<file path="config.mk">
export PLATFORM = sky130hd
export DESIGN_NAME = mc_ctrl
export DESIGN_NICKNAME = d
export VERILOG_FILES = /design/src/rtl/mc_ctrl.sv
export SDC_FILE = /design/constraint.sdc
export NUM_CORES = 1
export LEC_CHECK = 0
export ABC_CLOCK_PERIOD_IN_PS = 1600
export CORE_MARGIN = 2
export CORE_UTILIZATION = 40
export CTS_CLUSTER_DIAMETER = 30
export DETAILED_ROUTE_END_ITERATION = 7
export PLACE_DENSITY = 0.77
export SETUP_SLACK_MARGIN = 0.3
export SLEW_MARGIN = 20
export SYNTH_ARGS = -nofsm -noshare
export SYNTH_HDL_FRONTEND = slang
export SYNTH_SLANG_ARGS = --single-unit
</file>
<file path="constraint.sdc">
create_clock -name clk -period 1.6 [get_ports clk]
set_input_delay 0.16 -clock clk [delete_from_list [all_inputs] [get_ports clk]]
set_output_delay 0.16 -clock clk [all_outputs]
set_load 0.02 [all_outputs]
</file>
<file path="src/rtl/mc_ctrl.sv">
// mc_ctrl: multi-cycle MIPS-subset control unit.
// A state register plus combinational decoding of state, op, funct,
// zero and mem_ready into datapath controls. The outputs decode the
// current state directly because FETCH and MEMWR react to mem_ready in
// the same cycle.
module mc_ctrl (
    input  logic       clk,
    input  logic       reset,
    input  logic [5:0] op,
    input  logic [5:0] funct,
    input  logic       zero,
    input  logic       mem_ready,
    output logic       pc_write,
    output logic       iord,
    output logic       mem_read,
    output logic       mem_write,
    output logic       ir_write,
    output logic       reg_dst,
    output logic       mem_to_reg,
    output logic       reg_write,
    output logic [1:0] alu_src_a,
    output logic [1:0] alu_src_b,
    output logic [3:0] alu_control,
    output logic [1:0] pc_source,
    output logic       ext_zero,
    output logic       instr_done,
    output logic       illegal,
    output logic [3:0] state
);

    typedef enum logic [3:0] {
        S_FETCH  = 4'd0,  S_DECODE = 4'd1,  S_MEMADR = 4'd2,  S_MEMRD  = 4'd3,
        S_MEMWB  = 4'd4,  S_MEMWR  = 4'd5,  S_RTEX   = 4'd6,  S_RTWB   = 4'd7,
        S_BRANCH = 4'd8,  S_IMMEX  = 4'd9,  S_IMMWB  = 4'd10, S_JUMP   = 4'd11,
        S_ERR    = 4'd12
    } state_t;

    localparam logic [3:0] ALU_AND = 4'd0, ALU_OR  = 4'd1, ALU_ADD = 4'd2, ALU_SLL = 4'd3,
                           ALU_SRL = 4'd4, ALU_LUI = 4'd5, ALU_SUB = 4'd6, ALU_SLT = 4'd7,
                           ALU_NOR = 4'd8, ALU_XOR = 4'd9;

    localparam logic [5:0] OP_RTYPE = 6'h00, OP_J    = 6'h02, OP_BEQ  = 6'h04, OP_BNE = 6'h05,
                           OP_ADDI  = 6'h08, OP_SLTI = 6'h0A, OP_ANDI = 6'h0C, OP_ORI = 6'h0D,
                           OP_LUI   = 6'h0F, OP_LW   = 6'h23, OP_SW   = 6'h2B;

    // ALU code for an R-type funct; unknown functs never reach RTEX.
    function automatic logic [3:0] rt_alu_code(input logic [5:0] f);
        case (f)
            6'h20:   rt_alu_code = ALU_ADD;
            6'h22:   rt_alu_code = ALU_SUB;
            6'h24:   rt_alu_code = ALU_AND;
            6'h25:   rt_alu_code = ALU_OR;
            6'h26:   rt_alu_code = ALU_XOR;
            6'h27:   rt_alu_code = ALU_NOR;
            6'h2A:   rt_alu_code = ALU_SLT;
            6'h00:   rt_alu_code = ALU_SLL;
            6'h02:   rt_alu_code = ALU_SRL;
            default: rt_alu_code = ALU_ADD;
        endcase
    endfunction

    // True for the R-type functs this controller can execute.
    function automatic logic rt_funct_legal(input logic [5:0] f);
        case (f)
            6'h20, 6'h22, 6'h24, 6'h25, 6'h26,
            6'h27, 6'h2A, 6'h00, 6'h02: rt_funct_legal = 1'b1;
            default:                   rt_funct_legal = 1'b0;
        endcase
    endfunction

    // Shifts take the shift amount from the immediate field and the operand from regB.
    function automatic logic rt_is_shift(input logic [5:0] f);
        rt_is_shift = (f == 6'h00) || (f == 6'h02);
    endfunction

    state_t state_r;
    state_t next_state_s;
    state_t dec_state_s;

    // While reset is held the outputs show FETCH decoding.
    assign dec_state_s = reset ? S_FETCH : state_r;
    assign state       = state_r;

    // State register with synchronous reset that overrides any pending transition.
    always_ff @(posedge clk) begin
        if (reset) begin
            state_r <= S_FETCH;
        end else begin
            state_r <= next_state_s;
        end
    end

    // Next-state logic; encodings outside the enum fall back to FETCH.
    always_comb begin
        next_state_s = S_FETCH;
        case (state_r)
            S_FETCH:  next_state_s = mem_ready ? S_DECODE : S_FETCH;
            S_DECODE: begin
                case (op)
                    OP_RTYPE:                                 next_state_s = rt_funct_legal(funct) ? S_RTEX : S_ERR;
                    OP_LW, OP_SW:                             next_state_s = S_MEMADR;
                    OP_BEQ, OP_BNE:                           next_state_s = S_BRANCH;
                    OP_ADDI, OP_SLTI, OP_ANDI, OP_ORI, OP_LUI: next_state_s = S_IMMEX;
                    OP_J:                                     next_state_s = S_JUMP;
                    default:                                  next_state_s = S_ERR;
                endcase
            end
            S_MEMADR: begin
                if (op == OP_LW) begin
                    next_state_s = S_MEMRD;
                end else if (op == OP_SW) begin
                    next_state_s = S_MEMWR;
                end else begin
                    next_state_s = S_FETCH;
                end
            end
            S_MEMRD:  next_state_s = mem_ready ? S_MEMWB : S_MEMRD;
            S_MEMWB:  next_state_s = S_FETCH;
            S_MEMWR:  next_state_s = mem_ready ? S_FETCH : S_MEMWR;
            S_RTEX:   next_state_s = S_RTWB;
            S_RTWB:   next_state_s = S_FETCH;
            S_BRANCH: next_state_s = S_FETCH;
            S_IMMEX:  next_state_s = S_IMMWB;
            S_IMMWB:  next_state_s = S_FETCH;
            S_JUMP:   next_state_s = S_FETCH;
            S_ERR:    next_state_s = S_ERR;
            default:  next_state_s = S_FETCH;
        endcase
    end

    // Datapath control decode from the (reset-adjusted) current state.
    always_comb begin
        pc_write    = 1'b0;
        iord        = 1'b0;
        mem_read    = 1'b0;
        mem_write   = 1'b0;
        ir_write    = 1'b0;
        reg_dst     = 1'b0;
        mem_to_reg  = 1'b0;
        reg_write   = 1'b0;
        alu_src_a   = 2'd0;
        alu_src_b   = 2'd0;
        alu_control = ALU_AND;
        pc_source   = 2'd0;
        ext_zero    = 1'b0;
        instr_done  = 1'b0;
        illegal     = 1'b0;
        case (dec_state_s)
            S_FETCH: begin
                mem_read    = 1'b1;
                alu_src_b   = 2'd1;
                alu_control = ALU_ADD;
                if (mem_ready) begin
                    ir_write = 1'b1;
                    pc_write = 1'b1;
                end else begin
                    ir_write = 1'b0;
                    pc_write = 1'b0;
                end
            end
            S_DECODE: begin
                alu_src_b   = 2'd3;
                alu_control = ALU_ADD;
            end
            S_MEMADR: begin
                alu_src_a   = 2'd1;
                alu_src_b   = 2'd2;
                alu_control = ALU_ADD;
            end
            S_MEMRD: begin
                mem_read = 1'b1;
                iord     = 1'b1;
            end
            S_MEMWB: begin
                reg_write  = 1'b1;
                mem_to_reg = 1'b1;
                instr_done = 1'b1;
            end
            S_MEMWR: begin
                mem_write  = 1'b1;
                iord       = 1'b1;
                instr_done = mem_ready;
            end
            S_RTEX: begin
                if (rt_is_shift(funct)) begin
                    alu_src_a = 2'd2;
                    alu_src_b = 2'd2;
                end else begin
                    alu_src_a = 2'd1;
                    alu_src_b = 2'd0;
                end
                alu_control = rt_alu_code(funct);
            end
            S_RTWB: begin
                // ALU code is held through writeback so the result path stays quiet.
                reg_write   = 1'b1;
                reg_dst     = 1'b1;
                instr_done  = 1'b1;
                alu_control = rt_alu_code(funct);
            end
            S_BRANCH: begin
                alu_src_a   = 2'd1;
                alu_control = ALU_SUB;
                pc_source   = 2'd1;
                instr_done  = 1'b1;
                if (op == OP_BEQ) begin
                    pc_write = zero;
                end else if (op == OP_BNE) begin
                    pc_write = ~zero;
                end else begin
                    pc_write = 1'b0;
                end
            end
            S_IMMEX: begin
                alu_src_a = 2'd1;
                alu_src_b = 2'd2;
                case (op)
                    OP_ADDI: alu_control = ALU_ADD;
                    OP_SLTI: alu_control = ALU_SLT;
                    OP_ANDI: begin
                        alu_control = ALU_AND;
                        ext_zero    = 1'b1;
                    end
                    OP_ORI: begin
                        alu_control = ALU_OR;
                        ext_zero    = 1'b1;
                    end
                    OP_LUI:  alu_control = ALU_LUI;
                    default: alu_control = ALU_ADD;
                endcase
            end
            S_IMMWB: begin
                reg_write  = 1'b1;
                instr_done = 1'b1;
            end
            S_JUMP: begin
                pc_write   = 1'b1;
                pc_source  = 2'd2;
                instr_done = 1'b1;
            end
            S_ERR: begin
                illegal = 1'b1;
            end
            default: begin
                illegal = 1'b0;
            end
        endcase
        if (reset) begin
            pc_write = 1'b0;
            ir_write = 1'b0;
            mem_read = 1'b0;
        end else begin
            illegal = illegal;
        end
    end

endmodule

</file>
==> impl_metrics.py, run 1 <==
metrics = {
    "clock_network": {
        "numCtsBuffers": 3,
        "cts_buffer_depth": 2,
        "cts_root_buf": "clkbuf_4",
        "cts_htree_levels": 1,
        "cts_num_sinks": 4,
        "holdBufCountCts": 0,
    },
    "place": {
        "dp_hpwl_um": 3160,
        "io_buffers": 40,
        "gp_congestion": 0.924,
    },
    "logic_synthesis": {
        "ys_ff_latch": 4,
        "async_reset_ff_share_pct": 0,
        "synth.avg_cell_area_um2": 6.86,
        "synth-edff-count": 0,
        "yosysSeqAreaShare_pct": 7.79,
        "ys_warn_count": 0,
        "synthesis.area_mm2": 0.00103,
        "syn_inst": 150,
        "yosysUniqueCellTypes": 55,
        "syn_nets": 166,
        "ys.flop_type": "dfxtp_1",
    },
    "global_routing": {
        "grt_max_degree": 12,
    },
    "status": {
        "failing_step": "global routing",
        "status": "stopped before the end",
        "error": "[ERROR DPL-0038] Utilization greater than 100%, impossible to legalize",
    },
    "die": {
        "rows": 18,
        "ios": 41,
        "fp.dieH_um": 54.7,
        "initial_core_util_pct": 41.9,
        "die_x_um": 54.7,
    },
    "timing": {
        "worst_path_end_type": "top-level output",
        "postGrtWorstEndpoint": "pc_write",
    },
}
[stage by stage]
stage	setup WS [ps]	utilization, %	instances	area [um^2]
4_1_cts	-123	87.3	270	2140
3_5_place_dp	-612	77.5	258	1900
3_3_place_gp	-561	77.5	258	1900
2_1_floorplan	-22.1	-	150	1210
[cell families after synthesis]
kind of cell	share of synthesized area, %
AOI/OAI and AO/OA	32.8
muxes	0.973
DFF	7.79
buffers and inverters	13.0
and+or+nand+nor	42.0
xor gates and xnor gates	3.41
[synth_stat cells (all sizes together) (2+ instances only)]
| master | number | area, um^2 |
|---|---|---|
| a21boi | 2 | 15.0 |
| inv | 2 | 7.51 |
| a211o | 2 | 17.5 |
| nor4 | 7 | 58.8 |
| nand3 | 3 | 15.0 |
| o21a | 2 | 15.0 |
| xor2 | 2 | 17.5 |
| nor2b | 2 | 12.5 |
| xnor2 | 2 | 17.5 |
| a211oi | 4 | 30.0 |
| nand2b | 8 | 57.6 |
| nor3 | 10 | 60.1 |
| dfxtp | 4 | 80.1 |
| clkbuf | 8 | 81.3 |
| a31oi | 3 | 18.8 |
| nor2 | 17 | 63.8 |
| o21ai | 5 | 25.0 |
| nand2 | 11 | 41.3 |
| o21bai | 3 | 22.5 |
| or3 | 4 | 25.0 |
| a21oi | 16 | 83.8 |
| buf | 7 | 45.0 |
| and3 | 4 | 26.3 |
[repair_timing]
item / 4_1_cts
endpoints found under the setup margin: 29
gates resized for setup: 179
pin swaps: 15
setup buffers: 9
==> run 2, diff against run 1 <==
--- a/config.mk
+++ b/config.mk
@@ -7,11 +7,9 @@
 export LEC_CHECK = 0
 export ABC_CLOCK_PERIOD_IN_PS = 1600
 export CORE_MARGIN = 2
-export CORE_UTILIZATION = 40
-export CTS_CLUSTER_DIAMETER = 30
+export CORE_UTILIZATION = 25
 export DETAILED_ROUTE_END_ITERATION = 7
-export PLACE_DENSITY = 0.77
-export SETUP_SLACK_MARGIN = 0.3
+export PLACE_DENSITY_LB_ADDON = 0.15
 export SLEW_MARGIN = 20
 export SYNTH_ARGS = -nofsm -noshare
 export SYNTH_HDL_FRONTEND = slang
==> run 2 against run 1 <==
The flow now finishes, with violations (negative setup slack). Area after synthesis unchanged. Synthesized cell count unchanged.
==> impl_metrics.py, run 2 <==
metrics = {
    "status": {
        "status": "complete, but fails checks",
        "violations": "negative setup slack",
    },
    "setup_path": {
        "cp-start-kind": "flop",
        "critPathMaxFanout": 4,
        "path_depth": 4,
        "cp_slowest_cell": "or3_1",
        "path_buf_inv": 2,
        "cp_common_cell": "buf_6",
        "crit_start": "state[2]$_SDFF_PP0_",
        "cp-end-kind": "primary output",
        "critical-path-top-delay-family": "simple AND/OR/NAND/NOR gates",
        "r2r_setup_slack_ps": -10,
        "crit-reg2reg-capture": "state[0]$_SDFF_PP0_",
        "ff2ff_path_depth": 6,
        "cp_slowest_stage_delay_ps": 390,
        "worstSetupPathType": "reg2out",
        "r2r-start": "state[2]$_SDFF_PP0_",
        "crit_chain": "buf_6 -> or3_1 -> a211oi_4 -> buf_6",
        "cp.arrival_ps": 1460,
        "crit_required_ps": 1440,
    },
    "clock_network": {
        "holdBufCountCts": 0,
        "clock_latency_ps": 220,
        "cts_htree_levels": 1,
        "path_clk_slew_ps": 30,
        "cts_num_sinks": 4,
        "cts_root_buf": "clkbuf_8",
        "cts_tree": "yes",
        "cts_buffer_depth": 2,
        "numCtsBuffers": 3,
    },
    "logic_synthesis": {
        "syn_inst": 150,
        "yosysUniqueCellTypes": 55,
        "synth_top_area_share_pct": 7.79,
        "ys.flop_type": "dfxtp_1",
        "synth_commonest_cells": "17 x nor2_1, 15 x a21oi_1, 11 x nand2_1",
        "synthesis.area_mm2": 0.00103,
        "synth.avg_cell_area_um2": 6.86,
        "yosysSeqAreaShare_pct": 7.79,
        "syn_nets": 166,
        "synth_area_leaders": "dfxtp_1 7.8%, a21oi_1 7.3%, clkbuf_8 6.7%",
        "yosysMostFrequentCell": "nor2_1",
        "synth_top_area_cell": "dfxtp_1",
        "ys_ff_latch": 4,
        "async_reset_ff_share_pct": 0,
        "ys_warn_count": 0,
        "synth-edff-count": 0,
    },
    "die": {
        "rows": 23,
        "dieArea_mm2": 0.00464,
        "core-area_mm2": 0.00397,
        "fp.dieH_um": 68.1,
        "initial_core_util_pct": 25.9,
        "die_x_um": 68.1,
        "ios": 41,
    },
    "place": {
        "gp_congestion": 0.888,
        "io_buffers": 40,
        "dpl.cell_count": 276,
        "dp_hpwl_um": 3060,
    },
    "run": {
        "drv_cap": 0,
    },
    "final_layout": {
        "finalNonFillerCells": 291,
        "antenna_cells": 0,
        "n_fill_cell": 381,
        "post-route-util_pct": 52.3,
        "final_cell_mix": "58 x buf_4, 15 x buf_6, 14 x dlygate4sd2_1",
        "largest_reg_flops": 4,
        "layout_commonest_cell": "buf_4",
        "nNetsFinal": 259,
        "synthToLayoutAreaGrowth_pct": 102,
        "drive_gt1_share_pct": 52.3,
    },
    "pwr": {
        "powerDensity_mw_per_mm2": 621,
        "power_mw": 1.29,
        "peakVddDrop_v": 0.000212,
        "p_leak_nw": 0.916,
    },
    "timing": {
        "setup_slack_ps": -21.8,
        "finalCritPeriodShare_pct": 101,
        "hold_viol": 0,
        "hold_slack_ps": 623,
        "fin_setup_tns_ps": -48.7,
        "fmax_mhz": 617,
        "rsz0062_at_grt": "yes",
        "setup-violations-final": 3,
        "min_period_ps": 1620,
        "max_slew_margin_pct": 76.0,
        "slew_viol_final": 0,
        "worstMarginPinSlew_ps": 357,
        "finalClockSkew_ps": 0.165,
    },
    "global_routing": {
        "gr-total-overflow": 0,
        "grt_max_degree": 15,
        "grt_pass1_wl_um": 6310,
        "grt_usage_pct": 17.6,
        "antenna_found_initial": 0,
        "grt_pass1_vias": 1418,
    },
    "drt": {
        "via_per_inst": 5.11,
        "dr.pass1.iters": 4,
        "drt_wl_total_um": 4020,
        "wl_per_cell_um": 13.8,
        "drt-initial-drc-count": 42,
        "via_count": 1487,
        "drc": 0,
        "antenna_left": 0,
    },
    "min_path": {
        "worstHoldStart": "op[5]",
        "holdCritPathClass": "in2reg",
        "min_delay_worst_endpoint": "state[3]$_SDFF_PP0_",
        "hold_path_depth": 4,
    },
}
-- run 2: what timing repair did --
action	CTS	global route
pin swaps	13	7
resized for setup	127	39
endpoints found under the setup margin	28	22
gates cloned	0	1
buffers inserted	2	9
-- run 2: report_power, final --
| group | switching, mW | internal [mW] |
|---|---|---|
| combinational | 0.451 | 0.473 |
| clock | 0.0538 | 0.161 |
| sequential | 0.0325 | 0.118 |
| total | 0.537 | 0.752 |
-- run 2: per-layer routing --
metal,vias to the layer above,routed length [um],GRT usage (%)
met4,0,63,6.50
met1,695,1690,21.7
met5,-,0,0
met3,8,165,1.32
met2,43,2100,31.8
li1,741,-,-
-- run 2: worst max-delay path by stage --
stage	endpoint	slack (ps)
after floorplan	pc_write	-130
after global placement	alu_control[1]	-590
after detailed placement	alu_control[1]	-580
after CTS	alu_control[1]	-40
after global routing	alu_control[1]	-100
final	pc_write	-20
-- run 2: area by class of cell --
cell class | count | area (um^2) | share of cell area (%)
clock buffer | 3 | 41.3 | 1.99
timing repair buffer | 103 | 883 | 42.5
tap | 50 | 62.6 | 3.01
multi-input combinational | 129 | 990 | 47.7
inverter | 2 | 7.51 | 0.361
sequential | 4 | 92.6 | 4.46
-- run 2: tightest hold or removal path: stages --
cell           delay [ps]
dlygate4sd2_1         300
buf_4                 160
or4_4                 120
a31oi_1                60
-- run 2: stage by stage --
stage,setup WS (ps),instance area (um^2)
2_1_floorplan,-132,1110
3_3_place_gp,-588,1820
3_5_place_dp,-580,1820
4_1_cts,-38.7,1920
5_1_grt,-98.2,2080
6_report,-21.8,2080
-- run 2: cell families (layout without fill, tap and decap cells) --
| logic type | count (synthesis) | in the layout | share of synthesized area (%) |
|---|---|---|---|
| flops | 4 | 4 | 7.79 |
| xor+xnor | 4 | 4 | 3.41 |
| buf+inv | 17 | 108 | 13.0 |
| compound gates | 49 | 49 | 32.8 |
| mux | 1 | 1 | 0.973 |
| simple gates | 75 | 75 | 42.0 |
No activity file was read; power rests on OpenSTA's default activity.
